==> config.mk <==
export PLATFORM = sky130hd
export DESIGN_NAME = rom_fetch_buffer
export DESIGN_NICKNAME = d
export VERILOG_FILES = /design/src/rtl/rom_fetch_pkg.sv /design/src/rtl/fetch_fifo.sv /design/src/rtl/rom_fetch_buffer.sv
export SDC_FILE = /design/constraint.sdc
export NUM_CORES = 1
export LEC_CHECK = 0
export CORE_MARGIN = 10
export CORE_UTILIZATION = 56
export CTS_BUF_LIST = sky130_fd_sc_hd__clkbuf_8 sky130_fd_sc_hd__clkbuf_16
export CTS_CLUSTER_DIAMETER = 120
export CTS_CLUSTER_SIZE = 10
export DETAILED_ROUTE_END_ITERATION = 6
export MAX_ROUTING_LAYER = met4
export PLACE_DENSITY = 0.81
export SLEW_MARGIN = 20
export SYNTH_ARGS = -nofsm -noshare
export SYNTH_HDL_FRONTEND = slang
export SYNTH_SLANG_ARGS = --single-unit
export TNS_END_PERCENT = 5
==> constraint.sdc <==
create_clock -name clk -period 7.1 [get_ports clk]
set_clock_uncertainty 0.2 [all_clocks]
set_input_delay 1.42 -clock clk [delete_from_list [all_inputs] [get_ports clk]]
set_output_delay 1.42 -clock clk [all_outputs]
set_load 0.01 [all_outputs]
==> src/rtl/rom_fetch_pkg.sv <==
// Shared types and default parameters for the ROM fetch buffer.
// The top level and its FIFO import these.
package rom_fetch_pkg;

    localparam int DATA_W_DEF = 32;
    localparam int DEPTH_DEF  = 4;
    localparam int CNT_W_DEF  = 8;

    typedef enum logic [1:0] {
        IDLE   = 2'd0,
        REWIND = 2'd1,
        FETCH  = 2'd2,
        DRAIN  = 2'd3
    } fetch_state_t;

endpackage

==> src/rtl/fetch_fifo.sv <==
// Synchronous FIFO holding ROM words plus their last-word tag.
// DEPTH must be a power of two, so the pointers wrap on their own.
module fetch_fifo #(
    parameter int WIDTH = 33,
    parameter int DEPTH = 4
) (
    input  logic                     clk,
    input  logic                     reset_n,
    input  logic                     push,
    input  logic [WIDTH-1:0]         push_data,
    input  logic                     pop,
    output logic [WIDTH-1:0]         head,
    output logic                     full,
    output logic                     empty,
    output logic [$clog2(DEPTH):0]   count
);

    localparam int AW = $clog2(DEPTH);
    localparam logic [AW:0] FULL_CNT = (AW+1)'(DEPTH);

    logic [WIDTH-1:0] mem [DEPTH];
    logic [AW-1:0]    wr_ptr;
    logic [AW-1:0]    rd_ptr;
    logic             do_push;
    logic             do_pop;

    assign full    = (count == FULL_CNT);
    assign empty   = (count == '0);
    assign do_push = push && !full;
    assign do_pop  = pop && !empty;
    assign head    = mem[rd_ptr];

    // Storage is left without reset; consumers qualify the head with empty.
    always_ff @(posedge clk) begin
        if (do_push) begin
            mem[wr_ptr] <= push_data;
        end
    end

    always_ff @(posedge clk or negedge reset_n) begin
        if (!reset_n) begin
            wr_ptr <= '0;
            rd_ptr <= '0;
            count  <= '0;
        end else begin
            if (do_push) begin
                wr_ptr <= wr_ptr + 1'b1;
            end
            if (do_pop) begin
                rd_ptr <= rd_ptr + 1'b1;
            end
            case ({do_push, do_pop})
                2'b10:   count <= count + 1'b1;
                2'b01:   count <= count - 1'b1;
                default: count <= count;
            endcase
        end
    end

endmodule

==> src/rtl/rom_fetch_buffer.sv <==
// Rewinds a sequential ROM, streams a requested number of words out of it
// and buffers them behind a valid/ready interface with a last-word flag.
//
//   state  | meaning
//   IDLE   | waiting for start; a zero-length start only pulses done
//   REWIND | rom_reset high for one cycle, ROM address back to 0
//   FETCH  | enable ROM whenever the FIFO has room, push each word
//   DRAIN  | all words fetched, wait for the FIFO to empty, then done
module rom_fetch_buffer
    import rom_fetch_pkg::*;
#(
    parameter int DATA_W = DATA_W_DEF,
    parameter int DEPTH  = DEPTH_DEF,
    parameter int CNT_W  = CNT_W_DEF
) (
    input  logic              clk,
    input  logic              reset_n,
    input  logic              start,
    input  logic [CNT_W-1:0]  length,
    input  logic [DATA_W-1:0] rom_data,
    output logic              rom_enable,
    output logic              rom_reset,
    output logic              out_valid,
    output logic [DATA_W-1:0] out_data,
    output logic              out_last,
    input  logic              out_ready,
    output logic              busy,
    output logic              done
);

    localparam int CW = $clog2(DEPTH) + 1;

    fetch_state_t      state;
    logic [CNT_W-1:0]  remaining;
    logic              is_last;
    logic              pop;
    logic [DATA_W:0]   fifo_head;
    logic              fifo_full;
    logic              fifo_empty;
    logic [CW-1:0]     fifo_count;

    assign is_last    = (remaining == CNT_W'(1));
    assign rom_enable = (state == FETCH) && !fifo_full;
    assign rom_reset  = (state == REWIND);
    assign busy       = (state != IDLE);
    assign out_valid  = !fifo_empty;
    assign pop        = out_valid && out_ready;
    assign out_data   = out_valid ? fifo_head[DATA_W-1:0] : '0;
    assign out_last   = out_valid && fifo_head[DATA_W];

    fetch_fifo #(
        .WIDTH (DATA_W + 1),
        .DEPTH (DEPTH)
    ) u_fifo (
        .clk       (clk),
        .reset_n   (reset_n),
        .push      (rom_enable),
        .push_data ({is_last, rom_data}),
        .pop       (pop),
        .head      (fifo_head),
        .full      (fifo_full),
        .empty     (fifo_empty),
        .count     (fifo_count)
    );

    // done is registered one edge early so that busy drops with it.
    always_ff @(posedge clk or negedge reset_n) begin
        if (!reset_n) begin
            state     <= IDLE;
            remaining <= '0;
            done      <= 1'b0;
        end else begin
            done <= 1'b0;
            case (state)
                IDLE: begin
                    if (start) begin
                        if (length != '0) begin
                            remaining <= length;
                            state     <= REWIND;
                        end else begin
                            done <= 1'b1;
                        end
                    end
                end
                REWIND: begin
                    state <= FETCH;
                end
                FETCH: begin
                    if (rom_enable) begin
                        remaining <= remaining - 1'b1;
                        if (is_last) begin
                            state <= DRAIN;
                        end
                    end
                end
                DRAIN: begin
                    if (fifo_empty || (fifo_count == CW'(1) && pop)) begin
                        done  <= 1'b1;
                        state <= IDLE;
                    end
                end
                default: begin
                    state <= IDLE;
                end
            endcase
        end
    end

endmodule

==> impl_metrics.tcl, run 1 <==
set metrics [dict create \
    synth.top_cell.area_share 0.636 \
    synthCells 339 \
    cts_tree "built" \
    grt_overflow 0 \
    synth_warnings 0 \
    crit_chain "inv_1 > ha_1 > a21boi_1 > clkdlybuf4s50_1" \
    seq_area_frac_synth 0.708 \
    min_period_over_period 0.647 \
    syn_avg_cell_area_um2 18.4 \
    grt_pass1_vias 3587 \
    worstReg2RegStart "state[0]$_DFFE_PN0P_" \
    postCtsSetupRepairBufs 0 \
    hold_ws_ns 0.344 \
    drtIter0Drc 266 \
    antenna_left 0 \
    slew_headroom 0.397 \
    clock_path_buffers 2 \
    vias_per_cell 5.69 \
    synth_area_um2 6230 \
    dr_total_vias 3287 \
    drc_errors 0 \
    pwr-share-seq 0.376 \
    mostFrequentLayoutCell "edfxtp_1" \
    synth_nets 398 \
    peakVddDrop_mv 0.308 \
    drive_gt1_frac 0.176 \
    endpoint "rom_enable" \
    slew_viol_final 0 \
    dieArea_um2 15700 \
    final.setup.tns_ns 0 \
    max_freq_mhz 218 \
    synthToLayoutAreaGrowth_pct 24.4 \
    fp.coreArea_um2 10900 \
    nets 485 \
    finalCriticalPeriod_ns 4.60 \
    ctsResizeCount 0 \
    htreeDepth 4 \
    root_buffer "clkbuf_8" \
    total_leakage_power_nw 2.68 \
    grt_max_degree 35 \
    wl_per_cell_um 21.0 \
    r2r_slack_ns 3.86 \
    final-setup-viol-count 0 \
    crit_slowest_cell "ha_1" \
    die_y_um 125 \
    initial_core_util 0.572 \
    dr.pass1.iters 4 \
    antenna_cells 0 \
    port_buffers 81 \
    grt_pass1_wl_um 19200 \
    startpoint_type "register" \
    placementRows 38 \
    arrival_ns 2.98 \
    clock-sinks 150 \
    combinationalPowerShare 0.370 \
    globalplace.congestion 0.805 \
    ys_ff_latch 150 \
    path_max_fanout 25 \
    synthArstFlopShare 0.120 \
    maxCapViolCount 0 \
    crit_type "register to output port" \
    wirelength_um 12100 \
    crit_path_start "state[0]$_DFFE_PN0P_" \
    cts_buffers 17 \
    synthDistinctLibCells 45 \
    power.density_nw_per_um2 451 \
    r2r-end "u_fifo.mem[1][16]$_DFFE_PP_" \
    worst-r2r-cell-count 4 \
    track_usage 0.160 \
    clk_pin_slew_ns 0.06 \
    status "completed" \
    hpwl_um 7430 \
    hold_class "register to register" \
    clock_latency_ns 0.52 \
    ys_top_cells_by_area "edfxtp_1 64%, mux4_2 12%, dfrtp_1 7.2%" \
    yosys.area.top_type "edfxtp_1" \
    total_power_w 0.00349 \
    switchingPower_w 0.00107 \
    grt_setup_unrepaired "no" \
    final_cell_mix "132 x edfxtp_1, 81 x clkdlybuf4s50_1, 34 x and2_1" \
    crit_path_end_kind "output port" \
    crit_required_ns 5.48 \
    synth-edff-count 132 \
    antenna_found_initial 0 \
    p_sw_frac 0.307 \
    pwr-share-clk 0.254 \
    critPathMaxStageDelay_ns 0.68 \
    hold_viol_final 0 \
    p_int_w 0.00242 \
    worst_slew_pin_slew_ns 0.905 \
    synth-main-ff-cell "edfxtp_1" \
    cts_hold_buf 0 \
    io-pin-count 82 \
    die_x_um 125 \
]
-- Yosys cell counts (all sizes together) (2+ instances only) --
cell type / n
o21ai: 4
a21boi: 2
clkbuf: 7
nand3: 2
o31ai: 6
and2: 38
nand2: 6
a31oi: 4
inv: 13
nor4: 2
nor3: 4
mux4: 33
buf: 8
mux2i: 3
edfxtp: 132
o22a: 3
dfrtp: 18
xor2: 2
ha: 15
nor2: 8
nor2b: 5
xnor2: 4
a21oi: 2
-- routing by layer --
layer	track usage	wire length, um	vias to the layer above
met1	0.185	5120	1675
met5	-	0	-
met3	0.0629	802	11
met2	0.256	6120	94
li1	-	-	1507
met4	0.0447	76	0
-- worst max-delay path: cells and delay by family (launching register included) --
family	cells	cell delay (ns)
AOI/OAI and AO/OA	1	0.60
buffers and inverters	2	0.77
DFF	1	0.41
adders and majority gates	1	0.68
-- state kept, by name (all words and copies together) (netlist names) --
| name | count |
|---|---|
| u_fifo.mem | 132 |
| remaining | 8 |
| u_fifo.count | 3 |
| state | 2 |
| u_fifo.rd_ptr | 2 |
| u_fifo.wr_ptr | 2 |
| done | 1 |
-- layout make-up --
class,count,area [um2]
fillers,693,3140
clock inverters,14,175
inverters,13,48.8
well taps,140,175
clock buffers,17,414
repair buffers,83,826
flip-flops and latches,150,4420
multi-input cells,161,1700
-- power by group through the flow --
stage / combinational, W / clock, W / sequential (W)
finish: 0.00129 / 0.000887 / 0.00131
global route: 0.00141 / 0.000943 / 0.00133
CTS: 0.00132 / 0.000905 / 0.00132
detailed placement: 0.00131 / 0 / 0.00133
global placement: 0.00129 / 0 / 0.00131
floorplan: 0.000842 / 0 / 0.00125
-- logic make-up after synthesis --
family / Yosys count / share of synthesized area
flip-flops: 150 / 0.708
AND/OR/NAND/NOR: 72 / 0.0697
multiplexers: 37 / 0.127
AO/OA/AOI/OAI: 31 / 0.0365
buffers and inverters: 28 / 0.0203
adder cells (fa/ha/maj): 15 / 0.0301
XOR/XNOR: 6 / 0.00843
-- metrics by stage --
stage | util | worst slack (ns) | cells | instance area, um2
3_5_place_dp | 0.658 | 3.08 | 547 | 7160
6_report | 0.712 | 2.50 | 578 | 7750
4_1_cts | 0.712 | 2.47 | 578 | 7750
5_1_grt | 0.712 | 2.24 | 578 | 7750
3_3_place_gp | 0.658 | 3.14 | 547 | 7160
2_1_floorplan | - | 3.96 | 339 | 6230
-- worst min path at each step --
stage,start,to,cells past startpoint
CTS,remaining[6]$_DFFE_PN0P_,remaining[6]$_DFFE_PN0P_,1
detailed placement,remaining[6]$_DFFE_PN0P_,remaining[6]$_DFFE_PN0P_,1
global placement,remaining[6]$_DFFE_PN0P_,remaining[6]$_DFFE_PN0P_,1
global route,remaining[6]$_DFFE_PN0P_,remaining[6]$_DFFE_PN0P_,1
floorplan,u_fifo.count[1]$_DFFE_PN0P_,u_fifo.count[1]$_DFFE_PN0P_,2
finish,u_fifo.count[0]$_DFFE_PN0P_,u_fifo.count[0]$_DFFE_PN0P_,1
No activity file was read; power rests on OpenSTA's default activity.
==> inputs of run 2 (changes only) <==
- CORE_UTILIZATION: 56 -> 50
- PLACE_DENSITY: 0.81 -> 0.76
- clock period: 7.1 -> 4.2 ns (I/O delays scaled with it)
==> run 2 against run 1 <==
Effect of this change:
- register-to-register slack got worse by 2.9 ns
- utilization decreased by 5.7 points
- die area is 10% higher
- final cell count grew 6.7%
- sequential share of layout area decreased by 1.3 points
- clock-buffer cell count stayed put
- worst setup slack got worse by 2.2 ns
- hold slack lost 0.017 ns
- combinational power is 74% higher
- total power is 75% higher
==> impl_metrics.tcl, run 2 (synthesis results as in run 1) <==
set metrics [dict create \
    status "completed" \
    drc_errors 0 \
    fillCellCount 837 \
    dr.pass1.iters 4 \
    power.density_nw_per_um2 769 \
    clock-sinks 150 \
    finalCriticalPeriod_ns 3.87 \
    crit_path_end_kind "output port" \
    grt_max_degree 35 \
    die_x_um 132 \
    busiest_layer "met2" \
    wl_per_cell_um 19.9 \
    multi_input_area_um2 1700 \
    dr_total_vias 3339 \
    p_sw_frac 0.298 \
    fp.coreArea_um2 12100 \
    slew_headroom 0.428 \
    worstReg2RegStart "state[0]$_DFFE_PN0P_" \
    switchingPower_w 0.00182 \
    crit_type "register to output port" \
    use_met2 0.238 \
    grt_overflow 0 \
    io-pin-count 82 \
    critPathMaxStageDelay_ns 0.68 \
    final-setup-viol-count 0 \
    largest_register_ffs 132 \
    antenna_left 0 \
    cts_tree "built" \
    max_freq_mhz 259 \
    final.setup.tns_ns 0 \
    track_usage 0.151 \
    port_buffers 81 \
    preCtsSetupSlack_ns 0.756 \
    min_period_over_period 0.921 \
    holdPathStages 1 \
    reg_top3 "u_fifo.mem (132), remaining (8), u_fifo.count (3)" \
    grtUsageMet1 0.183 \
    antenna_found_initial 0 \
    crit_chain "inv_1 > ha_1 > a21boi_1 > clkdlybuf4s50_1" \
    cts_buffers 17 \
    wirelength_um 12300 \
    drive_gt1_frac 0.196 \
    maxCapViolCount 0 \
    grt_setup_unrepaired "no" \
    globalplace.congestion 0.849 \
    largest-register "u_fifo.mem" \
    placementRows 40 \
    p_int_w 0.00429 \
    final_cell_mix "132 x edfxtp_1, 81 x clkdlybuf4s50_1, 34 x and2_1" \
    pwr-share-seq 0.362 \
    startpoint_type "register" \
    dieArea_um2 17300 \
    worst_slew_pin_slew_ns 0.859 \
    ctsResizeCount 0 \
    clk_pin_slew_ns 0.06 \
    cts_hold_buf 0 \
    root_buffer "clkbuf_16" \
    total_leakage_power_nw 2.77 \
    die_y_um 132 \
    clock_path_buffers 2 \
    slew_viol_final 0 \
    drtIter0Drc 251 \
    dp_cells 585 \
    pwr-share-clk 0.269 \
    vias_per_cell 5.41 \
    r2r-end "u_fifo.mem[0][17]$_DFFE_PP_" \
    fin_cells 617 \
    crit_required_ns 3.16 \
    peakVddDrop_mv 0.311 \
    grt_pass1_wl_um 19800 \
    antenna_cells 0 \
    postCtsSetupRepairBufs 0 \
    hold_ws_ns 0.327 \
    hpwl_um 8080 \
    worst-r2r-cell-count 5 \
    hold_viol_final 0 \
    worst_slack_ns 0.332 \
    crit_slowest_cell "ha_1" \
    min_from "remaining[6]$_DFFE_PN0P_" \
    arrival_ns 2.83 \
    hold_class "register to register" \
    hold_path_end "remaining[6]$_DFFE_PN0P_" \
    r2r_slack_ns 0.93 \
    combinationalPowerShare 0.369 \
    grt_util_met3 0.0454 \
    ff_latch_area_um2 4420 \
    htreeDepth 4 \
    nets 495 \
    initial_core_util 0.514 \
    grt_pass1_vias 3592 \
    path_max_fanout 25 \
    synthToLayoutAreaGrowth_pct 27.4 \
    clock_latency_ns 0.41 \
    mostFrequentLayoutCell "edfxtp_1" \
]
## run 2: how the worst max path moves through the flow
stage	from	to	slack, ns	cells after the start
after floorplan	state[0]$_DFFE_PN0P_	u_fifo.mem[0][0]$_DFFE_PP_	1.28	5
after global placement	state[0]$_DFFE_PN0P_	rom_enable	0.87	4
after detailed placement	state[0]$_DFFE_PN0P_	rom_enable	0.76	4
after CTS	state[0]$_DFFE_PN0P_	rom_enable	0.31	4
after global routing	state[0]$_DFFE_PN0P_	rom_enable	0.03	4
final	state[0]$_DFFE_PN0P_	rom_enable	0.33	4
## run 2: layout make-up
class / count / area share
clock buffers: 17 / 0.0536
repair buffers: 93 / 0.115
well taps: 168 / 0.0265
clock inverters: 15 / 0.0285
inverters: 13 / 0.00615
multi-input cells: 161 / 0.214
flip-flops and latches: 150 / 0.557
## run 2: power groups by stage
stage / Sequential, W / Clock [W] / Combinational, W
2_1_floorplan: 0.00211 / 0 / 0.00142
3_3_place_gp: 0.00221 / 0 / 0.00223
3_5_place_dp: 0.00224 / 0 / 0.00228
4_1_cts: 0.00222 / 0.00167 / 0.00230
5_1_grt: 0.00225 / 0.00174 / 0.00245
6_report: 0.00221 / 0.00164 / 0.00225
## run 2: stage by stage
stage,area (um2),util,total power [W]
2_1_floorplan,6230,-,0.00353
3_3_place_gp,7280,0.601,0.00444
3_5_place_dp,7280,0.601,0.00452
4_1_cts,7940,0.655,0.00619
5_1_grt,7940,0.655,0.00644
6_report,7940,0.655,0.00610
## run 2: critical path, delay by kind of cell, from the launching register on
kind                     cells  cell delay (ns)
adder cells (fa/ha/maj)      1             0.68
AO/OA/AOI/OAI                1             0.58
flip-flops                   1             0.41
buffers and inverters        2             0.74
## run 2: metal layers
metal | vias to the layer above | wire (um)
met3 | 6 | 700
met2 | 113 | 6340
met1 | 1698 | 5190
met5 | - | 0
li1 | 1522 | -
met4 | 0 | 72
